[config.mk]
export PLATFORM = sky130hd
export DESIGN_NAME = pattern_pulse_gen
export DESIGN_NICKNAME = d
export VERILOG_FILES = /design/src/rtl/pattern_pulse_gen.sv
export SDC_FILE = /design/constraint.sdc
export NUM_CORES = 1
export LEC_CHECK = 0
export ABC_CLOCK_PERIOD_IN_PS = 2670
export CAP_MARGIN = 30
export CORE_ASPECT_RATIO = 1.2
export CORE_MARGIN = 2
export CORE_UTILIZATION = 54
export DETAILED_ROUTE_END_ITERATION = 6
export MAX_ROUTING_LAYER = met4
export PLACE_DENSITY_LB_ADDON = 0.05
export REMOVE_ABC_BUFFERS = 1
export SLEW_MARGIN = 40
export SYNTH_ARGS = -nofsm -noshare
export SYNTH_HDL_FRONTEND = slang
export SYNTH_SLANG_ARGS = --single-unit
[constraint.sdc]
create_clock -name Clk -period 2.67 [get_ports Clk]
set_clock_uncertainty 0.1 [all_clocks]
set_input_delay 0.801 -clock Clk [delete_from_list [all_inputs] [get_ports Clk]]
set_output_delay 0.801 -clock Clk [all_outputs]
set_load 0.05 [all_outputs]
[src/rtl/pattern_pulse_gen.sv]
// rtl/pattern_pulse_gen.sv - serialises a WIDTH-bit pattern onto one pulse line with per-bit hold time
module pattern_pulse_gen #(
    parameter int WIDTH     = 8,
    parameter int DIV_W     = 4,
    parameter bit LSB_FIRST = 1'b0
) (
    input  logic             Clk,
    input  logic             Clr,
    input  logic             load,
    input  logic [WIDTH-1:0] value,
    input  logic [DIV_W-1:0] div,
    input  logic             repeat_mode,
    input  logic             stop,
    output logic             pulse,
    output logic             busy,
    output logic             done
);

    localparam int BW = $clog2(WIDTH);
    localparam logic [BW-1:0] LAST = BW'(WIDTH - 1);

    typedef enum logic {
        IDLE  = 1'b0,
        SHIFT = 1'b1
    } state_t;

    state_t           state, state_n;
    logic [WIDTH-1:0] pattern, pattern_n;
    logic [WIDTH-1:0] shreg, shreg_n;
    logic [DIV_W-1:0] div_q, div_n;
    logic [DIV_W-1:0] prescnt, prescnt_n;
    logic [BW-1:0]    bitcnt, bitcnt_n;
    logic             pulse_n, busy_n, done_n;

    // Bit that leaves the shift register first, depending on emission order
    function automatic logic first_bit(input logic [WIDTH-1:0] p);
        return LSB_FIRST ? p[0] : p[WIDTH-1];
    endfunction

    // Moves the next bit to be emitted into the front position
    function automatic logic [WIDTH-1:0] advance(input logic [WIDTH-1:0] p);
        return LSB_FIRST ? (p >> 1) : (p << 1);
    endfunction

    // State register
    always_ff @(posedge Clk or posedge Clr) begin
        if (Clr) state <= IDLE;
        else     state <= state_n;
    end

    // Datapath and output registers; pulse/busy/done are registered outputs
    always_ff @(posedge Clk or posedge Clr) begin
        if (Clr) begin
            pattern <= '0;
            shreg   <= '0;
            div_q   <= '0;
            prescnt <= '0;
            bitcnt  <= '0;
            pulse   <= 1'b0;
            busy    <= 1'b0;
            done    <= 1'b0;
        end else begin
            pattern <= pattern_n;
            shreg   <= shreg_n;
            div_q   <= div_n;
            prescnt <= prescnt_n;
            bitcnt  <= bitcnt_n;
            pulse   <= pulse_n;
            busy    <= busy_n;
            done    <= done_n;
        end
    end

    // Next-state logic: load/abort in IDLE, prescaled bit stepping and frame end in SHIFT
    always_comb begin
        state_n   = state;
        pattern_n = pattern;
        shreg_n   = shreg;
        div_n     = div_q;
        prescnt_n = prescnt;
        bitcnt_n  = bitcnt;
        pulse_n   = pulse;
        busy_n    = busy;
        done_n    = 1'b0;
        case (state)
            IDLE: begin
                // stop outranks a simultaneous load
                if (load && !stop) begin
                    state_n   = SHIFT;
                    pattern_n = value;
                    shreg_n   = value;
                    div_n     = div;
                    prescnt_n = div;
                    bitcnt_n  = '0;
                    pulse_n   = first_bit(value);
                    busy_n    = 1'b1;
                end
            end
            SHIFT: begin
                if (stop) begin
                    state_n = IDLE;
                    pulse_n = 1'b0;
                    busy_n  = 1'b0;
                end else if (prescnt != '0) begin
                    prescnt_n = prescnt - 1'b1;
                end else begin
                    prescnt_n = div_q;
                    if (bitcnt == LAST) begin
                        bitcnt_n = '0;
                        if (repeat_mode) begin
                            // restart from the captured pattern with no gap cycle
                            shreg_n = pattern;
                            pulse_n = first_bit(pattern);
                        end else begin
                            state_n = IDLE;
                            pulse_n = 1'b0;
                            busy_n  = 1'b0;
                            done_n  = 1'b1;
                        end
                    end else begin
                        bitcnt_n = bitcnt + 1'b1;
                        shreg_n  = advance(shreg);
                        pulse_n  = first_bit(advance(shreg));
                    end
                end
            end
            default: state_n = IDLE;
        endcase
    end

endmodule

# == Yosys cells after proc, flatten, opt, wreduce, memory -nomap -nowiden ==
# Index checks and enable logic that the tools add are counted.
# word_totals
ff_bits,30
latchBits,0
ram_bits,0
romBits,0
in_bits,17
output_inout_bits,3
word_cells,67
mem_count,0
# classes
n_addsub,2
multipliers,0
div,0
n_lt_le_gt_ge,0
n_eq_ne,8
shifts,0
mux,38
n_bitwise,1
reduce_logical,9
# ops
cell,count
two-way mux 7 bit,5
two-way mux 1 bit,20
one-hot mux 7 bit (2 select lines),1
two-way mux 3 bit,4
two-way mux 4 bit,3
"!= test 3 bit, second input constant",3
one-hot mux 4 bit (2 select lines),1
AND reduction 4 bit,2
"!= test 2 bit, second input constant",3
one-hot mux 1 bit (2 select lines),3
one-hot mux 3 bit (2 select lines),1
AND reduction 2 bit,3
nonzero test 4 bit,1
"subtractor 4 x 1 -> 4 bit, second input constant",1
"adder 3 x 1 -> 3 bit, second input constant",1
"== test 3 bit, second input constant",1
"!= test 3 x 2 -> 1 bit, second input constant",1
AND reduction 3 bit,1
logical AND 1 bit,1
logical NOT 1 bit,1
inverter 1 bit,1

# == Depth between registers and ports, before layout ==
# logic_depth
depth_word,5
mapped_depth,6
mapped_depth_nobuf,5

# == Least setup slack after synthesis ==
# Ideal clock, no wire load.
# synth_timing
kind,input to register
startpoint,input stop
endpoint,register shreg[0]
setup_ns,0.125
t_arrival_ns,1.954
required_time_ns,2.445
slack_ns,0.492
stages,5
n_path_buf,2
cell_sequence,clkbuf_1 nand2b_1 clkbuf_1 o31ai_4 mux2_2
# synth_via
elab_chain_cells,4
elab_cells_between_ends,5
cone_classes,eq/ne (2); reduce/logical (3)
# synth_lines
item,line_no,text
"start, declared",13,"input logic stop,"
logical NOT 1 bit,88,if (load && !stop) begin
logical AND 1 bit,88,
!= test 2 bit (no line),-,
AND reduction 4 bit (no line) (*),-,
"end signal, assigned",64,shreg <= shreg_n;
"end, declared",29,"logic [WIDTH-1:0] shreg, shreg_n;"
# Mark *: on every way between the ends. The rest lies on a longest branch, timed or not.
# A chain may end at the register's enable or synchronous reset.

# == Worst setup path after layout ==
# layout_timing
startpoint,register pulse
endpoint,output pulse
# layout_lines
item,line_no,text
"start, declared",14,"output logic pulse,"
"start signal, assigned",68,pulse <= pulse_n;
# No word-level cell between the ends.

==> results.cfg <==
[outcome]
status = finished, final reports clean

[setup_path]
crit_path_category = register to primary output
crit_path_top_delay_cell = sky130_fd_sc_hd__clkdlybuf4s50_1
worst-endpoint-required_ns = 1.77
element_type_at_the_critical_path_start = register
critical_path.top_delay_family = buffers and inverters
critical_path.reg2reg.endpoint = shreg[5]
arrival_ns = 1.52
critical-path-max-stage-delay_ns = 0.81
cp_max_fo = 3
r2r_slack_ns = 0.47
rr_startpoint = prescnt[0]
path_buf_inv = 1
end_kind = primary output
r2r_cells = 5
critical_path.cell_chain = clkdlybuf4s50_1

[pwr]
power.ir.vdd_worst_mv = 0.467
power-per-cell-area_nw_per_um2 = 736
finalPower_mw = 1.36
power.leakage_nw = 0.781

[synthesis]
yosys.area_share.simple_pct = 11.1
post_synth_fa_ha_maj_area_fraction_pct = 3.27
seq_cells_post_synth = 30
largest_family_of_logic_cells_by_synthesized_area = multiplexers
synth_area_per_cell_sq_um = 11.0
synth.top_cell.area_share_pct = 49.1
synth_xor_xnor_area_share_pct = 0
yosysTopAreaCell = sky130_fd_sc_hd__dfrtp_1
synth-seq-area-share_pct = 49.1
yosys.cell_types.count = 30
synthesis.yosys.warnings = 0
synth-compound-area-share_pct = 14.0
synth.mux.area_fraction_pct = 19.2
syn_area_sq_um = 1530
synthCells = 139
yosys-top-cells-area = sky130_fd_sc_hd__dfrtp_1 (49%), sky130_fd_sc_hd__mux2_2 (14%), sky130_fd_sc_hd__mux2i_1 (5.2%)

[layout]
final-seq-area_sq_um = 751
nets = 187
syn2layout_area_growth_pct = 21.3
post_layout_nonfiller_instances = 201
multiInputGateArea_sq_um = 728
final_layout_size_suffix_gt1_share_pct = 22.8
stdcell_area_sq_um = 1850
diodes = 0
layout.filler_cells = 219

[timing]
timing.final.hold_violations = 0
final-max-slew-violation-count = 0
timing.final.crit_share_pct = 90.7
tightestPinTransition_ns = 0.567
rsz0062_at_grt = false
fin_setup_tns_ns = 0
achievable-frequency_ghz = 0.413
setup_viol = 0
layout_min_cycle_time_ns = 2.42
max_slew_margin_pct = 61.7

[cts]
clock_latency_ns = 0.33
cts_hold_repair.buffers = 0
cts_made_buffers = 5
cts.htree.levels = 2
cts_sinks = 30
cts_tree = done
cts_root_buffer = sky130_fd_sc_hd__clkbuf_4
ctsResizeCount = 0
cts_setup_buffers = 0
clk_path_buf_depth = 2
clkTransAtPathRegs_ns = 0.10

[routing]
route.vias.total = 1146
number_of_drc_violations_after_detailed_routing_iteration_0 = 34
routedWlPerCell_um = 15.8
antenna_left = 0
route.detailed.vias_per_inst = 5.70
routed_wirelength_um = 3180
dr_drc_count = 0
drt_first_pass_iters = 4

[placed_design]
hpwl_um = 2190
numPortBuffers = 19
gp_congestion = 0.763
dpl-instance-area_sq_um = 1790
placed_cells_incl_taps = 193

[die]
ios = 20
core_area_sq_um = 2730
chip_height_um = 62.3
dieWidth_um = 52.6
initial_utilization_pct = 56.0
core.rowCount = 21
design.die.area_sq_um = 3270

[hold_path]
kind_of_path_behind_the_tightest_hold_check = register to register
hold_depth = 2
hold_start = pattern[0]
hold_end = pattern[0]

[global_routing]
globalRouteTotalUtil_pct = 23.4
antenna_found_initial = 0
grt_start_max_net_pins = 31
grt_pass1_vias = 1166
grt_pass1_wl_um = 5380
grt_overflow_total = 0

[job]
drv.max_cap_violation_count = 0
==> logic make-up (layout without fill, tap and decap cells) <==
kind of cell / count (synthesis) / count (layout)
and+or+nand+nor: 33 / 33
adders and majority gates: 4 / 4
DFF: 30 / 30
AOI/OAI and AO/OA: 32 / 32
buffers and inverters: 13 / 41
muxes: 27 / 27
==> how the worst max path moves through the flow <==
stage                     cells past startpoint        from  endpoint  slack [ns]
after CTS                                     1       pulse     pulse        0.24
after floorplan                               5  prescnt[0]  shreg[0]        0.56
after global routing                          1       pulse     pulse        0.18
after detailed placement                      4        stop  shreg[0]        0.09
after global placement                        4        load  shreg[4]        0.13
final                                         1       pulse     pulse        0.25
==> power by group <==
group          total, mW  leakage (nW)  internal (mW)  switching, mW
registers          0.662         0.363          0.576         0.0858
clock network      0.286        0.0353          0.127          0.159
logic              0.416         0.383          0.217          0.199
==> placed cells by master, fill, tap and decap left out, types with 4 or more instances in the layout <==
cell type,netlist,layout
sky130_fd_sc_hd__clkdlybuf4s50_1,0,19
sky130_fd_sc_hd__mux2i_1,8,8
sky130_fd_sc_hd__a22oi_1,6,6
sky130_fd_sc_hd__ha_1,4,4
sky130_fd_sc_hd__dfrtp_1,30,30
sky130_fd_sc_hd__inv_1,6,6
sky130_fd_sc_hd__buf_4,0,8
sky130_fd_sc_hd__a21oi_1,9,9
sky130_fd_sc_hd__o21ai_0,8,8
sky130_fd_sc_hd__mux2_2,19,19
sky130_fd_sc_hd__nor2_1,13,13
sky130_fd_sc_hd__clkbuf_4,0,5
sky130_fd_sc_hd__nand2_1,6,6
==> flip-flops by register name (all words and copies together) (netlist names) <==
| name | count |
|---|---|
| state | 1 |
| pattern | 8 |
| shreg | 7 |
| bitcnt | 3 |
| prescnt | 4 |
| done | 1 |
| div_q | 4 |
| busy | 1 |
| pulse | 1 |
==> metrics by stage <==
stage	utilization, %	hold WS (ns)	worst slack, ns
floorplan	-	0.350	0.561
global placement	65.7	0.375	0.132
detailed placement	65.7	0.374	0.0942
CTS	67.9	0.396	0.235
global route	67.9	0.434	0.179
finish	67.9	0.393	0.249
==> per-layer routing <==
metal	part of all wire [%]	track usage, %	wire, um	up-vias
met3	4.1	7.69	131	7
li1	-	-	-	553
met1	42	28.1	1330	561
met5	0	-	0	-
met2	52	35.8	1640	25
met4	2.2	9.62	70	0
==> final cells by class <==
cell class / count / share of cell area [%]
tap: 34 / 2.29
inverter: 6 / 1.21
clock inverter: 1 / 0.270
clock buffer: 7 / 2.97
sequential: 30 / 40.5
multi-input combinational: 96 / 39.3
timing repair buffer: 27 / 13.5
==> synth_stat cells (all sizes together) <==
library cell	instances
o21ai	8
dfrtp	30
o32ai	1
a21oi	9
nor4b	1
and2	1
inv	6
buf	2
clkbuf	5
or3b	2
nand2	6
a222oi	1
nor2	13
o31ai	3
nand2b	3
mux2i	8
o21bai	1
o22ai	1
nor3	3
nor2b	2
a31oi	1
nor3b	1
a22oi	6
mux2	19
nand3	1
a311oi	1
ha	4
==> tightest hold or removal path, cell delays in order, from the launching register on <==
cell,delay [ns]
sky130_fd_sc_hd__dfrtp_1,0.35
sky130_fd_sc_hd__nand2_1,0.04
sky130_fd_sc_hd__o21ai_0,0.06
(Power assumes the default switching activity.)
==> edit 1 (same settings) <==
Register the input `div` before use, without a reset. The logic sees it one clock later. The other inputs are not delayed to match.
--- a/src/rtl/pattern_pulse_gen.sv
+++ b/src/rtl/pattern_pulse_gen.sv
@@ -25,2 +25,8 @@
     } state_t;
+
+    logic [DIV_W-1:0] div_r;
+
+    always_ff @(posedge Clk) begin
+        div_r <= div;
+    end
 
@@ -91,4 +97,4 @@
                     shreg_n   = value;
-                    div_n     = div;
-                    prescnt_n = div;
+                    div_n     = div_r;
+                    prescnt_n = div_r;
                     bitcnt_n  = '0;
Behaviour: not the same (Yosys sat finds a counterexample within 4 cycles, from zero or initial values).
==> edit 1 against the original RTL <==
  * Routed wire length down 0.25%
  * Cell area grew 3.9%
  * Via count rose by 3.5%
  * Fmax is 0.31% lower
  * Combinational power decreased by 3%
  * Area after synthesis rose by 6.2%
  * Worst setup slack got worse by 0.0076 ns
  * Sequential cell count grew 4
  * Total power grew 1.5%
  * Largest power group unchanged
==> edit 1: results (changes against the original RTL) <==
----------------------------------------------------
[Global route]
  Combined global-route utilization of all metal layers ... 22.6% (-0.77 points)
  Number of antenna violations at the first check in global routing ... 0 (unchanged)
  Largest net degree at the start of global routing ... 31 (unchanged)
  First-pass GRT wire length ... 5490 um (+1.9%)

[Worst hold path]
  Worst hold start ... div_r[1]
  Tightest Hold Check Type ... reg2reg

[Logic synthesis]
  Async S/R FF share, synth ... 88.2% (-12 points)
  Number of distinct library cells after synthesis ... 31 (+3.3%)
  Primary flip-flop cell chosen by synthesis mapping ... dfrtp_1
  Number of warning messages in the yosys log ... 0 (unchanged)
  Most instantiated cells after synthesis ... dfrtp_1 (30), mux2_2 (18), nor2_1 (11)
  Sequential cell area fraction in the yosys report ... 51.2% (+2.1 points)
  Top post-synthesis cells by area ... dfrtp_1 (46%), mux2_2 (12%), mux2i_1 (6.2%)

[CTS]
  Clock tree root driver cell ... clkbuf_4
  Maximum clock path buffer count ... 2 (unchanged)
  Clock Pin Slew Worst Setup and Hold Paths ... 0.09 ns
  Deepest level of the CTS H-tree ... 2 (unchanged)
  Number of gates resized after cts ... 0 (unchanged)
  Number of buffers inserted during clock tree synthesis ... 5 (unchanged)
  Setup bufs post-CTS ... 0 (unchanged)
  Latest clock arrival within the worst-skew pair ... 0.32 ns

[Routing]
  Drt pass-1 iters ... 4 (unchanged)
  Avg WL per Cell ... 15.4 um (-2.7%)
  Iteration-0 DRC count of the detailed router ... 34 (unchanged)
  Vias ... 1186 (+3.5%)
  Count of nets left with antenna violations after detail routing ... 0 (unchanged)

[Placement]
  Post-detail-place hpwl ... 2330 um (+6.6%)
  IO buf count ... 19 (unchanged)
  Worst Setup Slack post-DPL ... 0.0853 ns (-0.00893 ns)
  Final Wtd Congestion ... 0.780 (+2.3%)

[STA]
  Worst slew pin tran ... 0.593 ns (+0.0261 ns)
  Max-slew violation count ... 0 (unchanged)

[Setup path]
  Slowest stage delay, CP ... 0.81 ns (about the same)
  Launch point of the worst reg-to-reg path ... prescnt[0]
  Category of cells accounting for the largest share of critical-path delay ... buffers and inverters
  Critical Path AT ... 1.53 ns
  CP max stage cell ... clkdlybuf4s50_1
  Critical Path Start ... pulse
  Highest fanout seen on the critical path ... 3 (unchanged)

[Layout]
  Total number of nets in the final design ... 193 (+3.2%)
  Count of fill cells added during filler insertion ... 231 (+5.5%)
  Regs by FF count ... pattern (8), shreg (7)
  Antenna diode count ... 0 (unchanged)
  Proportion of layout cells with a drive suffix above 1 ... 19.8% (-3.0 points)

[Pwr]
  Leakage component of the power ... 0.824 nW (+5.4%)
  VDD IR max ... 0.000508 V (+8.7%)

[Run status]
  Status ... finished, final reports clean

----------------------------------------------------
==> edit 1: cell types whose count changed in the layout (fill, tap and decap cells not counted), moves of 2 or more <==
| cell | unedited run | this run |
|---|---|---|
| dfxtp_1 | 0 | 4 |
| inv_1 | 6 | 8 |
| mux2i_1 | 8 | 10 |
| nand2_1 | 6 | 8 |
| nor2_1 | 13 | 11 |
| o21ai_0 | 8 | 10 |
| o31ai_1 | 2 | 0 |
==> edit 1: kinds of logic after synthesis <==
group,count (synthesis),synth area share (%)
buffers and inverters,16,4.31
adder cells (fa/ha/maj),4,3.08
flip-flops,34,51.2
AO/OA/AOI/OAI,32,13.2
AND/OR/NAND/NOR,32,9.63
multiplexers,28,18.6
==> edit 1: worst paths after layout <==
kind | to | slack (ns) | cells after the start
setup / recovery | pulse | 0.24 | 1
hold / removal | div_q[1] | 0.40 | 2
setup reg to reg | shreg[3] | 0.39 | 5
hold reg to reg | div_q[1] | 0.40 | 2
max in group asynchronous | pattern[0] | 1.46 | 3
min in group asynchronous | pattern[1] | 0.74 | 3
==> edit 1: through the flow <==
stage	cells	utilization [%]	hold WS (ns)	power (mW)	area [um2]
2_1_floorplan	138	-	0.346	1.00	1580
3_3_place_gp	199	66.3	0.366	1.12	1880
3_5_place_dp	199	66.3	0.387	1.14	1880
4_1_cts	206	67.9	0.405	1.40	1930
5_1_grt	206	67.9	0.433	1.48	1930
6_report	206	67.9	0.396	1.38	1930
==> edit 1: where the power goes <==
group	internal (mW)	total, mW	switching (mW)
Sequential	0.637	0.728	0.0914
Combinational	0.212	0.404	0.192
Clock	0.0992	0.252	0.152
==> edit 1: area by class of cell <==
type / instances / area, um2 / share of cell area (%)
Tap cell: 34 / 42.5 / 2.21
Timing Repair Buffer: 27 / 250 / 13.0
Sequential cell: 34 / 831 / 43.1
Clock buffer: 7 / 45.0 / 2.34
Inverter: 8 / 30.0 / 1.56
Multi-Input combinational cell: 96 / 728 / 37.8
==> edit 1: routing by layer <==
layer | GRT usage (%) | share of wire (%) | vias to the layer above
li1 | - | - | 574
met1 | 26.1 | 41 | 581
met2 | 38.6 | 54 | 25
met3 | 4.21 | 3.4 | 6
met4 | 7.50 | 1.2 | 0
met5 | - | 0 | -
==> edit 2 (same settings) <==
Made on the original files. Change the parameter `DIV_W` from 4 to 6.
--- a/src/rtl/pattern_pulse_gen.sv
+++ b/src/rtl/pattern_pulse_gen.sv
@@ -3,3 +3,3 @@
     parameter int WIDTH     = 8,
-    parameter int DIV_W     = 4,
+    parameter int DIV_W     = 6,
     parameter bit LSB_FIRST = 1'b0
Ports: changed (resized div); port bits go from 20 to 22. No check against the original RTL was run, so the function may have changed too.
==> edit 2 against the original RTL <==
  * Sequential cell count rose by 4
  * Hold slack got worse by 0.013 ns
  * Cell area rose by 19%
  * Die area rose by 20%
  * Worst setup slack improved by 0.060 ns
  * Area after synthesis rose by 22%
  * Clock power rose by 40%
  * Total power rose by 15%
  * Routed wire length rose by 19%
  * Sequential power rose by 8.9%
  * Via count rose by 20%
  * Critical path type unchanged
  * Largest power group unchanged
==> edit 2: results (changes against the original RTL) <==
----------------------------------------------------
[Routing]
  Sum of met3 wire segment lengths after detailed routing ... 157 um (+20%)
  Routed metal-1 wirelength ... 1640 um (+23%)
  DR WL met2 ... 1940 um (+18%)
  Wire length after detailed routing ... 3790 um (+19%)
  Drt pass-1 iters ... 5 (+1)
  Post-detailed-route via-to-cell ratio ... 5.81 (+1.8%)

[Placement]
  Worst Setup Slack post-DPL ... 0.120 ns (+0.0255 ns)
  IO buf count ... 21 (+2)
  Final Wtd Congestion ... 0.770 (+1.0%)

[Pwr]
  NetSw ... 0.492 mW (+11%)
  Power drawn by the combinational cells ... 0.445 mW (+7.0%)
  VDD IR max ... 0.000516 V (+10%)
  Seq pwr share ... 46.1% (-2.4 points)

[Logic synthesis]
  Top post-synthesis cells by area ... dfrtp_1 (46%), mux2_2 (8.5%), mux2i_1 (5.9%)
  Sequential cell area fraction in the yosys report ... 45.8% (-3.3 points)
  Number of distinct library cells after synthesis ... 37 (+23%)
  Most instantiated cells after synthesis ... dfrtp_1 (34), o21ai_0 (18), mux2_2 (14)

[STA]
  Worst slew pin tran ... 0.690 ns (+0.123 ns)

[Global route]
  Met1 routing resource usage after global routing ... 25.8% (-2.3 points)
  Met3 global-route usage ... 5.86% (-1.8 points)
  Largest net degree at the start of global routing ... 35 (+13%)
  Global-route met2 utilization ... 38.1% (+2.3 points)
  First-pass GRT wire length ... 6430 um (+19%)
  Vias in the first global route ... 1408 (+21%)

[Run status]
  Status ... finished, final reports clean

[Layout]
  Total number of nets in the final design ... 221 (+18%)
  Proportion of layout cells with a drive suffix above 1 ... 20.1% (-2.7 points)

----------------------------------------------------
[edit 2: kinds of logic (layout without fill, tap and decap cells)]
| logic type | Yosys count | count (layout) | share of synthesized area [%] |
|---|---|---|---|
| AOI/OAI and AO/OA | 43 | 43 | 14.9 |
| xor gates and xnor gates | 2 | 2 | 0.942 |
| and+or+nand+nor | 42 | 42 | 11.9 |
| buffers and inverters | 16 | 43 | 4.58 |
| DFF | 34 | 34 | 45.8 |
| adders and majority gates | 4 | 4 | 2.69 |
| muxes | 31 | 31 | 19.2 |
[edit 2: worst paths after layout]
check | to | slack, ns | cells after the start
worst max-delay path | pulse | 0.31 | 1
worst min-delay path | busy | 0.38 | 1
worst max register to register | prescnt[3] | 0.51 | 6
worst min register to register | busy | 0.38 | 1
max in group asynchronous | div_q[1] | 1.35 | 3
min in group asynchronous | prescnt[4] | 0.81 | 3
[edit 2: metrics by stage]
| stage | utilization [%] | area [um2] | std cells | power, mW |
|---|---|---|---|---|
| 6_report | 66.5 | 2200 | 236 | 1.56 |
| 3_3_place_gp | 63.7 | 2110 | 228 | 1.15 |
| 4_1_cts | 66.5 | 2200 | 236 | 1.58 |
| 5_1_grt | 66.5 | 2200 | 236 | 1.67 |
| 2_1_floorplan | - | 1800 | 163 | 1.04 |
| 3_5_place_dp | 63.7 | 2110 | 228 | 1.17 |
[edit 2: layout make-up]
| class | instances | area share (%) |
|---|---|---|
| Timing Repair Buffer | 28 | 11.9 |
| Tap cell | 37 | 2.10 |
| Multi-Input combinational cell | 122 | 42.0 |
| Clock buffer | 7 | 3.92 |
| Clock inverter | 1 | 0.227 |
| Sequential cell | 34 | 38.7 |
| Inverter | 7 | 1.19 |
